File: src/rtl/mov_serializer.sv
// Parallel-to-serial front end for the single-bit mov slice: WIDTH-bit word in, one bit per beat out.
// Bit order is LSB-first by default; define MOV_SER_MSB_FIRST_EN for MSB-first.
//
// state | meaning
// IDLE  | no word held, in_ready=1, out_valid=0
// SHIFT | streaming shreg_q, out_valid=1, cnt_q counts consumed beats
module mov_serializer #(
    parameter int WIDTH = 32,
    parameter int CNT_W = $clog2(WIDTH)
) (
    input  logic             clk,
    input  logic             rst,
    input  logic             in_valid,
    output logic             in_ready,
    input  logic [WIDTH-1:0] in_data,
    output logic             out_bit,
    output logic             out_valid,
    output logic             out_last,
    input  logic             out_ready
);

    typedef enum logic {
        IDLE  = 1'b0,
        SHIFT = 1'b1
    } state_t;

    localparam logic [CNT_W-1:0] LAST_CNT = CNT_W'(WIDTH - 1);

    state_t             state_q, state_d;
    logic [WIDTH-1:0]   shreg_q, shreg_d;
    logic [CNT_W-1:0]   cnt_q, cnt_d;
    logic [WIDTH-1:0]   shreg_next;
    logic               accept;
    logic               beat;

    assign out_valid = (state_q == SHIFT);
    assign out_last  = (state_q == SHIFT) && (cnt_q == LAST_CNT);
    // Ready depends only on state, count and out_ready; a word held by upstream never reaches outputs combinationally.
    assign in_ready  = !rst && ((state_q == IDLE) || (out_last && out_ready));
    assign accept    = in_valid && in_ready;
    assign beat      = out_valid && out_ready;

`ifdef MOV_SER_MSB_FIRST_EN
    assign out_bit    = shreg_q[WIDTH-1];
    assign shreg_next = {shreg_q[WIDTH-2:0], 1'b0};
`else
    assign out_bit    = shreg_q[0];
    assign shreg_next = {1'b0, shreg_q[WIDTH-1:1]};
`endif

    always_comb begin
        state_d = state_q;
        shreg_d = shreg_q;
        cnt_d   = cnt_q;
        case (state_q)
            IDLE: begin
                if (accept) begin
                    shreg_d = in_data;
                    cnt_d   = '0;
                    state_d = SHIFT;
                end
            end
            SHIFT: begin
                if (beat) begin
                    if (out_last) begin
                        cnt_d = '0;
                        if (accept) begin
                            shreg_d = in_data;
                        end else begin
                            shreg_d = shreg_next;
                            state_d = IDLE;
                        end
                    end else begin
                        shreg_d = shreg_next;
                        cnt_d   = cnt_q + CNT_W'(1);
                    end
                end
            end
            default: begin
                state_d = IDLE;
                cnt_d   = '0;
            end
        endcase
    end

    always_ff @(posedge clk or posedge rst) begin
        if (rst) begin
            state_q <= IDLE;
            shreg_q <= '0;
            cnt_q   <= '0;
        end else begin
            state_q <= state_d;
            shreg_q <= shreg_d;
            cnt_q   <= cnt_d;
        end
    end

endmodule
File: config.mk
export PLATFORM = sky130hd
export DESIGN_NAME = mov_serializer
export DESIGN_NICKNAME = d
export VERILOG_FILES = /design/src/rtl/mov_serializer.sv
export SDC_FILE = /design/constraint.sdc
export NUM_CORES = 1
export LEC_CHECK = 0
export CAP_MARGIN = 20
export CORE_AREA = 2 2 93 50
export CTS_CLUSTER_DIAMETER = 80
export DETAILED_ROUTE_END_ITERATION = 8
export DIE_AREA = 0 0 95 52
export PLACE_DENSITY = 0.88
export SLEW_MARGIN = 40
export SYNTH_ARGS = -nofsm -noshare
export SYNTH_HDL_FRONTEND = slang
export SYNTH_SLANG_ARGS = --single-unit
File: constraint.sdc
create_clock -name clk -period 5.08 [get_ports clk]
set_input_delay 1.016 -clock clk [delete_from_list [all_inputs] [get_ports clk]]
set_output_delay 1.016 -clock clk [all_outputs]
set_load 0.02 [all_outputs]
After elaboration in Yosys (flattened, before gate mapping)
Cells that the tools add are included.
{"block": "op_classes", "n_addsub": 1, "n_eq_ne": 3, "mux": 13, "bitwise": 1, "reduce_logical": 8}
{"op": "two-way mux 32 bit", "n": 4}
{"op": "one-hot mux 32 bit (2 select lines)", "n": 1}
{"op": "two-way mux 5 bit", "n": 3}
{"op": "one-hot mux 5 bit (2 select lines)", "n": 1}
{"op": "adder 5 x 1 -> 5 bit, second input constant", "n": 1}
{"op": "equality test 5 bit, second input constant", "n": 1}
{"op": "logical AND 1 bit", "n": 5}
{"op": "two-way mux 1 bit", "n": 3}
{"op": "!= test 2 x 1 -> 1 bit, second input constant", "n": 1}
{"op": "!= test 2 bit, second input constant", "n": 1}
{"op": "one-hot mux 1 bit (2 select lines)", "n": 1}
{"op": "AND reduction 2 bit", "n": 1}
{"op": "zero test 1 bit", "n": 1}
{"op": "logical OR 1 bit", "n": 1}
{"op": "NOT 1 bit", "n": 1}
{"block": "word_totals", "regBits": 38, "input_bits": 36, "out_inout_bits": 4, "word_cells": 29}

Depth between registers and ports, before layout
Gate-level depths: netlist of the first run.
{"block": "logic_depth", "depth_word": 10, "depth_mapped": 7, "ltp_nobuf": 6}

Worst setup path after synthesis of the first run
No wires, ideal clock.
{"block": "synth_path", "kind": "input to output", "start": "in out_ready", "end": "out in_ready", "arrival_time_ps": 1436, "required_ps": 4064, "slack_ps": 2628, "path_stages": 2, "path_buffers": 0, "cell_sequence": "nand2_1 -> a21oi_1"}
{"block": "synth_via", "elab_chain_cells": 3}
{"element": "from (decl)", "line_no": "19", "text": "input logic out_ready"}
{"element": "logical AND 1 bit", "line_no": "39", "text": "assign in_ready = !rst && ((state_q == IDLE) || (out_last && out_ready));"}
{"element": "logical OR 1 bit", "line_no": "39"}
{"element": "logical AND 1 bit", "line_no": "39"}
{"element": "to (decl)", "line_no": "14", "text": "output logic in_ready,"}
No other way between the ends.

Worst setup path after layout of the first run
Ends and elaborated chain as after synthesis.

==> run summary, run 1 <==
Initial antenna violation count: 0
Setup bufs post-CTS: 0
Clock Sink Count: 38
Chip height: 52 µm
Core Rows: 17
Internal power: 680 µW
Multi-input combinational cell area: 900 µm²
Total die area: 0.00494 mm²
First-pass GRT wire length: 8220 µm
Synth area leader: dfrtp_1
Final slew viol count: 0
Part of the power in registers: 0.454
Drt wl/cell: 16.0 µm
Mapped Area: 0.00199 mm²
Most used DFF post-synth: dfrtp_1
GRT Total Usage: 0.218
GRT overflow: 0
Min-delay worst type: reg -> reg
Mapped Cells: 218
Io pins: 40
Detailed-route via count: 1805
Clk_skew: 5.97 ps
Num CTS Buffers: 5
Clk pwr share: 0.350
Max Cap Viol: 0
Clock-pin slew on the worst setup and hold paths: 80 ps
Starting Density: 0.476
#FFs+latches synth: 38
FF+latch area: 951 µm²
P&R area growth vs syn: 25.2%
Core ar.: 0.00419 mm²
H-Tree Depth: 2
Startpoint types: input pin
RSZ-0062 raised after global routing: false
Mapped Nets: 256
Post-CTS sizing: 0
Share of cells above drive strength 1: 0.0820
Min Tclk post-route: 3480 ps
Commonest cells post-synth: dfrtp_1 (38), nor3_1 (32), o21ai_0 (32)
Top cell type's share of synthesized area: 0.477
Seq/Total Area, Yosys: 0.477
Vias in the first global route: 1691
CTS hold repair buffers: 0
Number of enable flip-flop cells after synthesis: 0
CP Data Required Time: 4060 ps
Status: complete, no violations
Final critical-path share of the clock period: 0.684
Port Buffer Count: 39
Routed Antenna Nets: 0
Area contributors post-synth: dfrtp_1 (48%), a31oi_1 (8.8%), nor3_1 (8.0%), o21ai_0 (8.0%), nand3_1 (7.8%)
Finished Cell Area: 0.00250 mm²
Worst skew pair latency: 290 ps
PD cells: 365 mW/mm²
CP Capture Type: output pin
Final worst slack: 1600 ps
1st-iter DRT viols: 81
Hold_ws: 522 ps
Gpl congestion: 0.790
Post-synth ARST share: 1.00
VDD IR max: 0.167 mV
CTS max path bufs: 2
Cell with the most instances after synthesis: dfrtp_1
Comb pwr share: 0.196
Hold Fails Final Rpt: 0
Ys Warns: 0
HPWL after DPL: 3040 µm
Design Power: 910 µW
CTS tree: yes
Routed WL: 4810 µm
Net switching power: 230 µW
CP Data Arrival Time: 2460 ps
Crit Path Max Fanout: 6
Fmax: 288 MHz
Post-route setup TNS: 0 ps
Critical path type: in -> out
# diodes: 0
Leakage: 0.996 nW
Root Driver: clkbuf_8
Nets: 281
Largest net degree at the start of global routing: 41
Drt drc: 0
Unique cell type count in the Yosys netlist: 30
Placed inst area: 0.00235 mm²
Die Span X: 95 µm
Slew headroom: 0.562
Dpl ws: 1630 ps
Measured slew at the worst slew-check pin: 657 ps
Average size of a mapped cell: 9.14 µm²
Fillers: 367
Final Setup Violations: 0
Sw Share: 0.253
Drt first pass iters: 4
Vias per cell: 6.00
==> power by group through the flow <==
stage | Sequential (mW) | Clock (mW) | Combinational [mW]
after global routing | 0.422 | 0.340 | 0.201
after CTS | 0.413 | 0.322 | 0.181
final | 0.413 | 0.318 | 0.178
after floorplan | 0.408 | 0 | 0.126
after detailed placement | 0.418 | 0 | 0.180
after global placement | 0.414 | 0 | 0.171
==> registers in the layout (all words and copies together), names as in the netlist <==
name / count
cnt_q: 5
shreg_q: 32
out_valid: 1
==> critical path, cell delays in order <==
cell	delay, ps
clkdlybuf4s50_1	560
nand2_1	110
a21oi_1	160
clkdlybuf4s50_1	610
==> layer usage <==
layer | vias up | wire length [µm] | global-route usage | part of all wire
met5 | - | 0 | 0 | 0
met4 | 0 | 39 | 0.0604 | 0.0081
met3 | 5 | 321 | 0.0551 | 0.067
met2 | 56 | 2240 | 0.322 | 0.47
met1 | 876 | 2210 | 0.318 | 0.46
li1 | 868 | - | - | -
==> cells by family (layout without fill, tap and decap cells) <==
kind of cell / count (synthesis) / after routing / share of synthesized area
compound gates: 71 / 71 / 0.219
fa+ha+maj: 2 / 2 / 0.0126
buf+inv: 28 / 54 / 0.0747
flops: 38 / 38 / 0.477
mux: 2 / 2 / 0.0107
simple gates: 77 / 77 / 0.206
==> cell type report <==
cell class / count / area share
Inverter: 3 / 0.00451
Tap cell: 57 / 0.0286
Timing Repair Buffer: 43 / 0.168
Clock inverter: 2 / 0.0241
Sequential cell: 38 / 0.381
Multi-Input combinational cell: 152 / 0.360
Clock buffer: 6 / 0.0331
==> stage by stage <==
step                instances   util
floorplan                 218      -
global placement          293  0.561
detailed placement        293  0.562
CTS                       301  0.596
global route              301  0.596
finish                    301  0.596
==> cell usage in the layout, fill, tap and decap left out <==
| cell type | instances |
|---|---|
| inv_1 | 2 |
| a31oi_2 | 3 |
| mux2i_1 | 1 |
| ha_1 | 2 |
| bufinv_16 | 2 |
| nand2_1 | 1 |
| nor2_1 | 1 |
| and2_1 | 1 |
| o221ai_1 | 1 |
| a21oi_1 | 1 |
| and2_4 | 1 |
| clkbuf_8 | 6 |
| o21ai_0 | 32 |
| a22o_1 | 4 |
| and3_1 | 2 |
| nand4b_1 | 1 |
| nor3b_2 | 1 |
| buf_4 | 4 |
| nand3b_1 | 1 |
| and4b_2 | 1 |
| mux2_1 | 1 |
| nor2b_1 | 2 |
| o2111ai_1 | 1 |
| inv_2 | 1 |
| a31oi_1 | 28 |
| nor3b_1 | 1 |
| clkdlybuf4s50_1 | 39 |
| o22ai_1 | 1 |
| or2_2 | 1 |
| nand3_1 | 31 |
| dfrtp_1 | 38 |
| nor3_1 | 32 |
==> worst paths after layout <==
path                                       from                       to  slack [ps]  cells after the start
max                                   out_ready                 in_ready        1600                      4
min                        cnt_q[0]$_DFFE_PP0P_     cnt_q[0]$_DFFE_PP0P_         520                      1
max reg2reg                 out_valid$_DFF_PP0_   shreg_q[1]$_DFFE_PP0P_        2900                      5
min reg2reg                cnt_q[0]$_DFFE_PP0P_     cnt_q[0]$_DFFE_PP0P_         520                      1
max in group asynchronous                   rst   shreg_q[0]$_DFFE_PP0P_        3470                      3
min in group asynchronous                   rst  shreg_q[12]$_DFFE_PP0P_        1280                      3
Note: power is estimated with default switching activity, not from simulation.
==> run 2, diff against run 1 <==
Clock period 5.08 ns to 3.3 ns, I/O delays scaled along.
==> run 2 against run 1 <==
  * Cell area fell by 0.60%
  * Power rose by 43%
  * First-iteration DRC count rose by 93%
  * Cell count rose by 1.0%
  * Wire length rose by 3.2%
  * Sequential share of layout area rose by 0.23 points
  * Register-to-register slack got worse by 1600 ps
  * Clock-buffer cell count rose by 1
  * Critical path depth rose by 2
  * Sequential cell count did not move
  * Combinational power rose by 56%
  * Critical endpoint unchanged
  * Largest cell class unchanged
  * Highest routed layer unchanged
==> run summary, run 2 (synthesized netlist as in run 1, its figures left out) <==
1st-iter DRT viols: 156 (+93%)
Clock Sink Count: 38 (unchanged)
Core Rows: 17 (unchanged)
Starting Density: 0.476 (unchanged)
HPWL after DPL: 3140 µm (+3.2%)
Final critical-path share of the clock period: 0.883
Final Setup Violations: 0 (unchanged)
Vias per cell: 6.01 (+0.17%)
Min Tclk post-route: 2910 ps
Drt drc: 0 (unchanged)
Critical path type: reg -> out
Post-route setup TNS: 0 ps (unchanged)
Grt met2 use: 0.318 (-0.00355)
Placed inst area: 0.00237 mm² (+0.90%)
Most frequent cells in the layout: clkdlybuf4s50_1 (39), dfrtp_1 (38), o21ai_0 (32), nor3_1 (32), nand3_1 (31)
Measured slew at the worst slew-check pin: 810 ps (+153 ps)
Largest net degree at the start of global routing: 39 (-4.9%)
Min-delay worst type: reg -> reg
Fmax: 343 MHz
Worst min-delay path endpoint: cnt_q[0]$_DFFE_PP0P_
Post-CTS sizing: 0 (unchanged)
CTS hold repair buffers: 0 (unchanged)
Num CTS Buffers: 5 (unchanged)
Chip height: 52 µm (unchanged)
Commonest non-fill, non-tap cell in the layout: clkdlybuf4s50_1
CTS max path bufs: 2 (unchanged)
Crit Path Max Fanout: 7 (+1)
Io pins: 40 (unchanged)
CP Capture Type: output pin
Max Cap Viol: 0 (unchanged)
Hold Fails Final Rpt: 0 (unchanged)
H-Tree Depth: 2 (unchanged)
Worst R2R Start: cnt_q[0]$_DFFE_PP0P_
FF-to-FF End: shreg_q[3]$_DFFE_PP0P_
Biggest register: shreg_q
Status: complete, no violations
CP Data Required Time: 2640 ps (-1420 ps)
R2r setup slk: 1260 ps (-1640 ps)
Hold_ws: 535 ps (+12.9 ps)
Detailed-route via count: 1826 (+1.2%)
Total die area: 0.00494 mm² (unchanged)
RSZ-0062 raised after global routing: false
Leakage: 0.995 nW (about the same)
FF+latch area: 951 µm² (unchanged)
PD cells: 525 mW/mm² (+44%)
Initial antenna violation count: 0 (unchanged)
Setup bufs post-CTS: 0 (unchanged)
Worst skew pair latency: 290 ps (about the same)
Design Power: 1.30 mW (+43%)
# diodes: 0 (unchanged)
VDD IR max: 0.182 mV (+8.9%)
Die Span X: 95 µm (unchanged)
R2R cell count: 7 (+2)
Gpl congestion: 0.770 (-2.6%)
Fillers: 378 (+3.0%)
Met3 usage: 0.0551 (unchanged)
First-pass GRT wire length: 8100 µm (-1.5%)
Drt wl/cell: 16.3 µm (+2.2%)
Slew headroom: 0.459 (-0.103)
Vias in the first global route: 1672 (-1.1%)
Routed Antenna Nets: 0 (unchanged)
P&R area growth vs syn: 24.5%
Met1 Track Usage GR: 0.319 (+0.000964)
CTS tree: yes
Hold path startpoint: cnt_q[0]$_DFFE_PP0P_
Share of cells above drive strength 1: 0.0729 (-0.00909)
Clk_skew: 10.4 ps (+4.46 ps)
CP Data Arrival Time: 2250 ps (-210 ps)
Drt first pass iters: 4 (unchanged)
Final slew viol count: 0 (unchanged)
Nets: 284 (+1.1%)
Number of flip-flops in the largest register: 32 (unchanged)
Routed WL: 4960 µm (+3.2%)
Root Driver: clkbuf_8
GRT Total Usage: 0.217 (-0.000851)
Port Buffer Count: 39 (unchanged)
Multi-input combinational cell area: 898 µm² (-0.14%)
Startpoint types: register
Core ar.: 0.00419 mm² (unchanged)
Hold depth: 1 (unchanged)
GRT overflow: 0 (unchanged)
GRT busiest layer: met1
Finished Cell Area: 0.00248 mm² (-0.60%)
Clock-pin slew on the worst setup and hold paths: 70 ps (about the same)
==> run 2: cell types whose count changed in the layout (fill, tap and decap cells not counted), sizes merged <==
| cell | previous run | this run |
|---|---|---|
| buf | 4 | 7 |
| bufinv | 2 | 1 |
| clkbuf | 6 | 7 |
==> run 2: how the worst max path moves through the flow <==
stage	from	endpoint	slack [ps]	cells past startpoint
floorplan	cnt_q[0]$_DFFE_PP0P_	in_ready	1290	5
global placement	out_ready	in_ready	590	4
detailed placement	out_ready	in_ready	510	4
CTS	cnt_q[0]$_DFFE_PP0P_	in_ready	370	6
global route	cnt_q[0]$_DFFE_PP0P_	in_ready	230	6
finish	cnt_q[0]$_DFFE_PP0P_	in_ready	390	6
==> run 2: metrics by stage <==
step                 util  setup slack (ps)  instances
floorplan               -              1290        218
global placement    0.567               590        296
detailed placement  0.567               512        296
CTS                 0.592               370        304
global route        0.592               230        304
finish              0.592               387        304
==> run 2: area by class of cell <==
type / instances / area share
well taps: 57 / 0.0287
inverters: 3 / 0.00454
repair buffers: 46 / 0.179
clock inverters: 1 / 0.0121
clock buffers: 7 / 0.0308
flip-flops and latches: 38 / 0.383
multi-input cells: 152 / 0.362
==> run 2: power by group <==
group,switching [mW],leakage (nW),internal (mW),total (mW)
Sequential,0.0666,0.399,0.571,0.637
Combinational,0.123,0.543,0.154,0.278
Clock,0.161,0.0524,0.226,0.387
Total,0.350,0.995,0.951,1.30
==> run 2: critical path, stage by stage, from the launching register on <==
cell,delay [ps]
dfrtp_1,400
ha_1,200
and3_1,170
ha_1,290
nand2_1,120
a21oi_1,170
clkdlybuf4s50_1,620
==> run 2: metal layers <==
layer	vias to the layer above	wire length, µm
met5	-	0
met4	0	33
met3	6	331
met2	65	2230
met1	882	2370
li1	873	-
==> run 3, diff against run 2 <==
Settings changed: CORE_AREA 2 2 93 50 to 2 2 92 50, DIE_AREA 0 0 95 52 to 0 0 94 52, HOLD_SLACK_MARGIN set to 0.08, PLACE_DENSITY 0.88 to 0.89.
==> run 3 against run 2 <==
  * Sequential cell count unchanged
  * Utilization is 0.25 points higher
  * Largest power group unchanged
  * Clock skew shrank 4.3 ps
  * Via count is 0.38% lower
  * Global-route usage decreased by 0.61 points
  * Clock-buffer cell count unchanged
  * Power shrank 4.7%
  * Largest cell class unchanged
  * Sequential share of layout area up 0.23 points
  * Clock power shrank 15%
  * Maximum frequency grew 3.2%
  * First-iteration DRC count grew 6.4%
==> run summary, run 3 (synthesized netlist as in run 1, its figures left out) <==
Biggest register: shreg_q
Num CTS Buffers: 5 (unchanged)
Hold Fails Final Rpt: 0 (unchanged)
Clk_skew: 6.12 ps (-4.31 ps)
Initial antenna violation count: 0 (unchanged)
Drt wl/cell: 15.6 µm (-4.2%)
Startpoint types: register
Drt drc: 0 (unchanged)
1st-iter DRT viols: 166 (+6.4%)
Worst R2R Start: cnt_q[0]$_DFFE_PP0P_
Final slew viol count: 0 (unchanged)
CP Data Required Time: 2640 ps (about the same)
Routed WL: 4750 µm (-4.2%)
Final critical-path share of the clock period: 0.855 (-0.0272)
CTS tree: yes
Drt first pass iters: 4 (unchanged)
Most frequent cells in the layout: clkdlybuf4s50_1 (39), dfrtp_1 (38), o21ai_0 (32), nor3_1 (32), nand3_1 (31)
Min Tclk post-route: 2820 ps (-89.8 ps)
Core Rows: 17 (unchanged)
CTS max path bufs: 2 (unchanged)
Leakage: 0.990 nW (-0.49%)
Gpl congestion: 0.783 (+1.8%)
CTS hold repair buffers: 0 (unchanged)
GRT Total Usage: 0.211 (-0.00611)
Hold path startpoint: cnt_q[0]$_DFFE_PP0P_
Critical path type: reg -> out
Largest net degree at the start of global routing: 39 (unchanged)
Final Setup Violations: 0 (unchanged)
Design Power: 1.24 mW (-4.7%)
Commonest non-fill, non-tap cell in the layout: clkdlybuf4s50_1
Placed cell count: 296 (unchanged)
Fillers: 379 (+0.26%)
CP bufs+invs: 1 (unchanged)
Routed Antenna Nets: 0 (unchanged)
Slew headroom: 0.471 (+0.0120)
Vias per cell: 5.98 (-0.38%)
Min-delay worst type: reg -> reg
Kind of cell adding the most delay to the critical path: buffers and inverters
Clock-pin slew on the worst setup and hold paths: 70 ps (about the same)
Worst min-delay path endpoint: cnt_q[0]$_DFFE_PP0P_
Critical Path Max Stage Delay: 610 ps (about the same)
Post-route setup TNS: 0 ps (unchanged)
# diodes: 0 (unchanged)
Clock Sink Count: 38 (unchanged)
Starting Density: 0.481 (+0.00488)
Total die area: 0.00489 mm² (-1.1%)
CP Data Arrival Time: 2160 ps (-90 ps)
Io pins: 40 (unchanged)
Root Driver: clkbuf_8
Die Span X: 94 µm (-1.1%)
Setup bufs post-CTS: 0 (unchanged)
First-pass GRT wire length: 7850 µm (-3.1%)
PD cells: 503 mW/mm² (-4.1%)
R2r setup slk: 1290 ps (+30 ps)
Hold_ws: 508 ps (-27.2 ps)
Chip height: 52 µm (unchanged)
Post-CTS sizing: 0 (unchanged)
GRT overflow: 0 (unchanged)
CP most frequent cell: ha_1
Port Buffer Count: 39 (unchanged)
CP Capture Type: output pin
Fmax: 354 MHz (+3.2%)
FF-to-FF End: shreg_q[13]$_DFFE_PP0P_
Vias in the first global route: 1567 (-6.3%)
HPWL after DPL: 2930 µm (-6.6%)
Number of flip-flops in the largest register: 32 (unchanged)
Finished Cell Area: 0.00247 mm² (-0.60%)
Worst-path cell chain: ha_1 > and3_1 > ha_1 > nand2_1 > a21oi_1 > clkdlybuf4s50_1
P&R area growth vs syn: 23.7%
Final Non-Filler Cells: 304 (unchanged)
Slowest CP cell: clkdlybuf4s50_1
Max Cap Viol: 0 (unchanged)
Status: complete, no violations
Share of cells above drive strength 1: 0.0769 (+0.00405)
Hold depth: 1 (unchanged)
Worst skew pair latency: 300 ps (about the same)
Core ar.: 0.00415 mm² (-1.0%)
Nets: 284 (unchanged)
VDD IR max: 0.237 mV (+30%)
R2R cell count: 7 (unchanged)
H-Tree Depth: 2 (unchanged)
RSZ-0062 raised after global routing: false
Measured slew at the worst slew-check pin: 792 ps (-17.9 ps)
Detailed-route via count: 1819 (-0.38%)
Crit Path Max Fanout: 7 (unchanged)
Placed inst area: 0.00237 mm² (unchanged)
-- run 3: cell types whose count changed in the layout (fill, tap and decap cells not counted), sizes merged --
cell    before  now
bufinv       1    0
clkinv       0    1
-- run 3: power breakdown --
group	leakage [nW]	internal, mW	total (mW)	switching [mW]
registers	0.399	0.571	0.635	0.0644
clock network	0.0482	0.168	0.330	0.161
logic	0.543	0.155	0.276	0.121
-- run 3: worst max-delay path by stage --
stage,slack (ps),to,from,cells past startpoint
2_1_floorplan,1290,in_ready,cnt_q[0]$_DFFE_PP0P_,5
3_3_place_gp,600,in_ready,out_ready,4
3_5_place_dp,570,in_ready,out_ready,4
4_1_cts,480,in_ready,cnt_q[1]$_DFFE_PP0P_,6
5_1_grt,350,in_ready,cnt_q[0]$_DFFE_PP0P_,6
6_report,480,in_ready,cnt_q[1]$_DFFE_PP0P_,6
-- run 3: through the flow --
step / setup slack (ps) / utilization
final: 477 / 0.595
after global routing: 345 / 0.595
after CTS: 485 / 0.595
after detailed placement: 575 / 0.573
after global placement: 602 / 0.573
after floorplan: 1290 / -
-- run 3: area by class of cell --
cell class / instances / area [µm²] / share of cell area
multi-input combinational: 152 / 898 / 0.364
inverter: 3 / 11.3 / 0.00457
timing repair buffer: 46 / 443 / 0.180
clock buffer: 7 / 86.3 / 0.0350
clock inverter: 1 / 5.00 / 0.00203
tap: 57 / 71.3 / 0.0289
sequential: 38 / 951 / 0.386
-- run 3: metal layers --
layer | GRT usage | up-vias | share of wire
li1 | - | 874 | -
met1 | 0.319 | 873 | 0.51
met2 | 0.294 | 66 | 0.42
met3 | 0.0536 | 6 | 0.063
met4 | 0.0652 | 0 | 0.011
met5 | 0 | - | 0
